<file path="src/rtl/switch_allocator.sv">
// -----------------------------------------------------------------------------
// switch_allocator
//
// Per-output-port switch allocator sitting directly behind the router input
// units. Each input unit raises a switch request together with its computed
// route. Every output port runs its own round-robin arbiter over the inputs
// routed to it. The winner gets a one-cycle ack and the output stays locked to
// it until that input reports its tail flit. The lock state drives the crossbar
// select and valid lines.
//
// Handshake: i_switch_req[i] is a level request that is qualified by i_route
// slice i. It is sampled on every rising edge. The grant is o_switch_ack[i],
// a registered pulse that lasts exactly one cycle. A requester that keeps its
// request high while it owns a lock is not acked again. i_packet_done[i] is
// honoured only when input i currently owns an output.
//
// Ports:
//   clk            clock; all state updates on the rising edge
//   reset          asynchronous, active-high reset
//   i_switch_req   [NUM_PORTS]            per-input switch request
//   i_route        [NUM_PORTS*ROUTE_W]    flattened routes (MSB=1 -> invalid)
//   i_packet_done  [NUM_PORTS]            per-input tail-flit indication
//   o_switch_ack   [NUM_PORTS]            one-cycle grant pulse per input
//   o_xbar_sel     [NUM_PORTS*PORT_BITS]  slice o = input driving output o
//   o_out_valid    [NUM_PORTS]            output o is locked to an input
//
// The per-output FSM state register is brought out directly on o_out_valid
// (LOCKED = 1). Debug probes therefore see the FSM state with no extra port.
// All outputs come straight from flops, so no combinational path runs from
// any input to any output.
// -----------------------------------------------------------------------------
module switch_allocator #(
  parameter int NUM_PORTS = 5,
  parameter int PORT_BITS = $clog2(NUM_PORTS),
  parameter int ROUTE_W   = PORT_BITS + 1
) (
  input  logic                           clk,
  input  logic                           reset,
  input  logic [NUM_PORTS-1:0]           i_switch_req,
  input  logic [NUM_PORTS*ROUTE_W-1:0]   i_route,
  input  logic [NUM_PORTS-1:0]           i_packet_done,
  output logic [NUM_PORTS-1:0]           o_switch_ack,
  output logic [NUM_PORTS*PORT_BITS-1:0] o_xbar_sel,
  output logic [NUM_PORTS-1:0]           o_out_valid
);

  localparam logic [0:0] ST_FREE   = 1'b0;
  localparam logic [0:0] ST_LOCKED = 1'b1;

  // Per-output registered state
  logic [0:0]           state_q [NUM_PORTS];
  logic [PORT_BITS-1:0] owner_q [NUM_PORTS];
  logic [PORT_BITS-1:0] rr_q    [NUM_PORTS];
  logic [NUM_PORTS-1:0] ack_q;

  logic [0:0]           state_d [NUM_PORTS];
  logic [PORT_BITS-1:0] owner_d [NUM_PORTS];
  logic [PORT_BITS-1:0] rr_d    [NUM_PORTS];
  logic [NUM_PORTS-1:0] ack_d;

  // Request decode and arbitration
  logic [NUM_PORTS-1:0] input_busy;
  logic [NUM_PORTS-1:0] req_ok;
  logic [PORT_BITS-1:0] route_dst [NUM_PORTS];
  logic [NUM_PORTS-1:0] elig      [NUM_PORTS];  // elig[o][i]
  logic [NUM_PORTS-1:0] win_found;
  logic [PORT_BITS-1:0] win_idx   [NUM_PORTS];

  // (base + offset) mod NUM_PORTS. Both operands are already below
  // NUM_PORTS, so a single conditional subtract is enough.
  function automatic logic [PORT_BITS-1:0] wrap_idx(
    input logic [PORT_BITS-1:0] base,
    input int                   offset
  );
    int sum;
    sum = int'(base) + offset;
    if (sum >= NUM_PORTS) sum = sum - NUM_PORTS;
    return sum[PORT_BITS-1:0];
  endfunction

  // An input that owns a lock may not compete. This stops a requester that
  // holds its request from winning a second time.
  always_comb begin
    input_busy = '0;
    for (int o = 0; o < NUM_PORTS; o++) begin
      if (state_q[o] == ST_LOCKED) input_busy[owner_q[o]] = 1'b1;
    end
  end

  always_comb begin
    for (int i = 0; i < NUM_PORTS; i++) begin
      route_dst[i] = i_route[i*ROUTE_W +: PORT_BITS];
      req_ok[i]    = i_switch_req[i] && !i_route[i*ROUTE_W + PORT_BITS] && !input_busy[i];
    end
  end

  // Destinations of NUM_PORTS or more never match a real output index, so
  // those requests drop out here without any extra check.
  always_comb begin
    for (int o = 0; o < NUM_PORTS; o++) begin
      elig[o] = '0;
      for (int i = 0; i < NUM_PORTS; i++) begin
        elig[o][i] = req_ok[i] && (route_dst[i] == PORT_BITS'(o)) && (state_q[o] == ST_FREE);
      end
    end
  end

  // Round-robin pick: the first eligible index at or after rr_q[o], with wrap.
  always_comb begin
    for (int o = 0; o < NUM_PORTS; o++) begin
      win_found[o] = 1'b0;
      win_idx[o]   = '0;
      for (int k = 0; k < NUM_PORTS; k++) begin
        if (!win_found[o] && elig[o][wrap_idx(rr_q[o], k)]) begin
          win_found[o] = 1'b1;
          win_idx[o]   = wrap_idx(rr_q[o], k);
        end
      end
    end
  end

  // Next state. A release is evaluated only in LOCKED, so an output never
  // re-grants on the same edge that frees it.
  always_comb begin
    ack_d = '0;
    for (int o = 0; o < NUM_PORTS; o++) begin
      state_d[o] = state_q[o];
      owner_d[o] = owner_q[o];
      rr_d[o]    = rr_q[o];
      if (state_q[o] == ST_LOCKED) begin
        if (i_packet_done[owner_q[o]]) state_d[o] = ST_FREE;
      end else if (win_found[o]) begin
        state_d[o]          = ST_LOCKED;
        owner_d[o]          = win_idx[o];
        rr_d[o]             = (win_idx[o] == PORT_BITS'(NUM_PORTS - 1)) ? '0 : win_idx[o] + 1'b1;
        ack_d[win_idx[o]]   = 1'b1;
      end
    end
  end

  always_ff @(posedge clk or posedge reset) begin
    if (reset) begin
      ack_q <= '0;
      for (int o = 0; o < NUM_PORTS; o++) begin
        state_q[o] <= ST_FREE;
        owner_q[o] <= '0;
        rr_q[o]    <= '0;
      end
    end else begin
      ack_q <= ack_d;
      for (int o = 0; o < NUM_PORTS; o++) begin
        state_q[o] <= state_d[o];
        owner_q[o] <= owner_d[o];
        rr_q[o]    <= rr_d[o];
      end
    end
  end

  // The owner register doubles as the crossbar select. It keeps its last
  // value while the output is FREE.
  always_comb begin
    o_switch_ack = ack_q;
    o_out_valid  = '0;
    o_xbar_sel   = '0;
    for (int o = 0; o < NUM_PORTS; o++) begin
      o_out_valid[o]                       = (state_q[o] == ST_LOCKED);
      o_xbar_sel[o*PORT_BITS +: PORT_BITS] = owner_q[o];
    end
  end

endmodule

</file>
<file path="config.mk">
export PLATFORM = sky130hd
export DESIGN_NAME = switch_allocator
export DESIGN_NICKNAME = d
export VERILOG_FILES = /design/src/rtl/switch_allocator.sv
export SDC_FILE = /design/constraint.sdc
export NUM_CORES = 1
export LEC_CHECK = 0
export CAP_MARGIN = 20
export CORE_ASPECT_RATIO = 1.1
export CORE_UTILIZATION = 56
export DETAILED_ROUTE_END_ITERATION = 8
export MAX_ROUTING_LAYER = met4
export PLACE_DENSITY = 0.82
export SLEW_MARGIN = 20
export SYNTH_ARGS = -nofsm -noshare
export SYNTH_HDL_FRONTEND = slang
export SYNTH_SLANG_ARGS = --single-unit
</file>
<file path="constraint.sdc">
create_clock -name clk -period 9.9 [get_ports clk]
set_input_delay 1.98 -clock clk [delete_from_list [all_inputs] [get_ports clk]]
set_output_delay 1.98 -clock clk [all_outputs]
set_load 0.03 [all_outputs]
</file>
==> impl_metrics.tcl <==
set metrics [dict create \
    drcViolationCount 4 \
    yosysUniqueCellTypes 100 \
    violations "DRC" \
    grt_start_max_net_pins 41 \
    synth_most_common_cell "nand2_1" \
    outcome "finished, violations left" \
    fin_worst_skew_ns 0.00399 \
    r2r_slack_ns 4.97 \
    grt-ovfl-total 0 \
    synth_top_area_share_pct 13.4 \
    fillers 1193 \
    min_path_type "register to register" \
    synth_area_leaders "dfrtp_1 (13%), ha_1 (8.0%), mux2i_1 (4.4%)" \
    dieArea_um2 13800 \
    htreeDepth 2 \
    slew_headroom_pct 36.3 \
    drive_above_1_share_pct 7.92 \
    setup_viol 0 \
    critPathBufInv 2 \
    io_buffer_count 56 \
    postRouteWirelength_mm 22.6 \
    ys_seq_area_share_pct 13.4 \
    cts_setup_buffers 0 \
    finalSetupTns_ns 0 \
    synth.cells.most_frequent "nand2_1 (87), nor2_1 (73), a21oi_1 (63)" \
    rsz0062_at_grt "no" \
    antenna_found_initial 0 \
    multi_input_area_um2 6010 \
    crit_arrival_ns 6.20 \
    wl_per_cell_um 19.6 \
    grt_use_total_pct 33.2 \
    cts_hold_buf 0 \
    period_needed_ns 6.00 \
    die_w_um 112 \
    coreArea_um2 12800 \
    slowest_delay_ns 0.73 \
    min_path_cells 2 \
    cts_tree "built" \
    reg2regPathDepth 14 \
    path_max_fanout 9 \
    crit_start "i_route[3]" \
    vias 7954 \
    cts_sinks 40 \
    r2r-start "rr_q[9]" \
    path_clk_slew_ns 0.06 \
    syn_avg_cell_area_um2 7.61 \
    grt_first_pass_wirelength_mm 36.0 \
    syn_area_um2 7460 \
    drt_iter0_markers 843 \
    worst_slew_pin_slew_ns 0.947 \
    crit_family "simple AND/OR/NAND/NOR gates" \
    min_from "o_xbar_sel[11]" \
    synth_edf_count 0 \
    io_pins 57 \
    slew_viol_final 0 \
    regArea_um2 1000 \
    root_buffer "clkbuf_16" \
    clockBufferDepth 2 \
    dp_hpwl_mm 17.7 \
    async_reset_ff_share_pct 100 \
    synthesis.nets 1066 \
    synth_flop_cell "dfrtp_1" \
    crit_path_frequent_cell "mux2i_1" \
    path_cells "clkdlybuf4s50_1, nand2b_1, nor4_2, and2_1, mux2i_1, o221ai_1, mux2_1, mux2i_1, nor3b_1, nor3_1, inv_1, ha_1, nor2_1, a22oi_1, o21ai_0" \
    whs_ns 0.678 \
    cap_violations 0 \
    cp-start-kind "input port" \
    fp.dieH_um 123 \
    cp.required_ns 10.10 \
    synth_top_area_cell "dfrtp_1" \
    rows 43 \
    numCtsBuffers 5 \
    clkLatencyLatePin_ns 0.28 \
    max_freq_ghz 0.167 \
    nets 1083 \
    grt_pass1_vias 7050 \
    synth-seq-cells 40 \
    r2r_end "rr_q[11]" \
    synth_warnings 0 \
    post-route-period-util_pct 60.6 \
    diodes 0 \
    initial_core_util_pct 58.3 \
    end_kind "register" \
    finalWeightedCongestion 0.944 \
    hold_end "o_xbar_sel[11]" \
    finalHoldViolCount 0 \
    syn_inst 981 \
    ant_nets 0 \
    cts_resized 0 \
    post_drt_via_cell_ratio 6.89 \
    cp_slowest_cell "nor4_2" \
    area_growth_pct 9.15 \
    dr.pass1.iters 8 \
    crit_type "input port to register" \
]
## stage by stage
stage               setup slack, ns  instance area (µm²)  instances  utilization (%)
finish                         3.90                 8150       1155             63.6
global route                   3.65                 8150       1155             63.6
CTS                            3.97                 8150       1155             63.6
detailed placement             3.71                 8010       1148             62.5
global placement               3.77                 8010       1148             62.5
floorplan                      4.94                 7460        981                -
## flip-flops by register name (all words and copies together), names as in the netlist
name / flops
o_xbar_sel: 15
rr_q: 15
o_out_valid: 5
o_switch_ack: 5
## worst register-to-register path, stage by stage, from the launching register on
cell and delay, ns:
dfrtp_1 0.81, inv_2 0.24, ha_1 0.32, ha_1 0.43
a31oi_1 0.14, xnor2_1 0.35, mux2_2 0.41, a221oi_2 0.50
a2111o_1 0.22, o311ai_0 0.14, a21boi_1 0.40, inv_1 0.15
ha_1 0.22, or3_1 0.36, a31oi_1 0.15
## cells by family (layout without fill, tap and decap cells)
| logic type | count (synthesis) | in the layout | synth area share [%] |
|---|---|---|---|
| AO/OA/AOI/OAI | 277 | 277 | 25.6 |
| XOR/XNOR | 20 | 20 | 2.35 |
| adder cells (fa/ha/maj) | 53 | 53 | 9.39 |
| buffers and inverters | 107 | 124 | 6.05 |
| flip-flops | 40 | 40 | 13.4 |
| multiplexers | 63 | 63 | 9.86 |
| AND/OR/NAND/NOR | 421 | 421 | 33.3 |
## layout by cell type (no fill, tap or decap), types with 7 or more instances in the layout
| cell type | netlist | layout |
|---|---|---|
| mux2_2 | 23 | 23 |
| a21o_1 | 12 | 12 |
| a21oi_1 | 63 | 63 |
| ha_1 | 48 | 48 |
| or4_1 | 9 | 9 |
| nand3b_1 | 10 | 10 |
| inv_1 | 54 | 53 |
| nand2_1 | 87 | 87 |
| and4bb_2 | 9 | 9 |
| nor4b_1 | 14 | 14 |
| o22ai_1 | 17 | 17 |
| o21a_1 | 10 | 10 |
| o211ai_1 | 7 | 7 |
| nand4_1 | 12 | 12 |
| a221o_1 | 9 | 9 |
| xnor2_1 | 19 | 19 |
| o31ai_1 | 9 | 9 |
| nand2b_1 | 34 | 34 |
| nor2b_1 | 19 | 19 |
| clkdlybuf4s50_1 | 0 | 56 |
| dfrtp_1 | 40 | 40 |
| mux2i_1 | 33 | 33 |
| nor3_1 | 29 | 29 |
| nor4_1 | 16 | 16 |
| or3_1 | 9 | 9 |
| nand3_1 | 32 | 32 |
| o21ai_0 | 44 | 44 |
| a31oi_1 | 19 | 19 |
| and3_1 | 10 | 10 |
| nor2_1 | 73 | 73 |
## worst max path at each step
stage	end	cells past startpoint
6_report	rr_q[2]	15
5_1_grt	rr_q[2]	16
4_1_cts	rr_q[2]	16
3_5_place_dp	rr_q[2]	16
3_3_place_gp	rr_q[2]	16
2_1_floorplan	rr_q[1]	12
## layer usage
layer  track usage [%]  routed length (µm)
met1              43.9                9890
met2              53.5               10400
met3              4.41                1760
met4              9.08                 556
met5                 -                   0
## cell type report
| class | count | share of cell area, % |
|---|---|---|
| clock buffers | 5 | 1.54 |
| well taps | 157 | 2.41 |
| clock inverters | 2 | 0.154 |
| inverters | 58 | 2.67 |
| flip-flops and latches | 40 | 12.3 |
| repair buffers | 59 | 7.16 |
| multi-input cells | 834 | 73.8 |
Power is left out: the tool's default activity adds up to more than one toggle a clock period on the data nets, which glitch-free logic cannot reach.
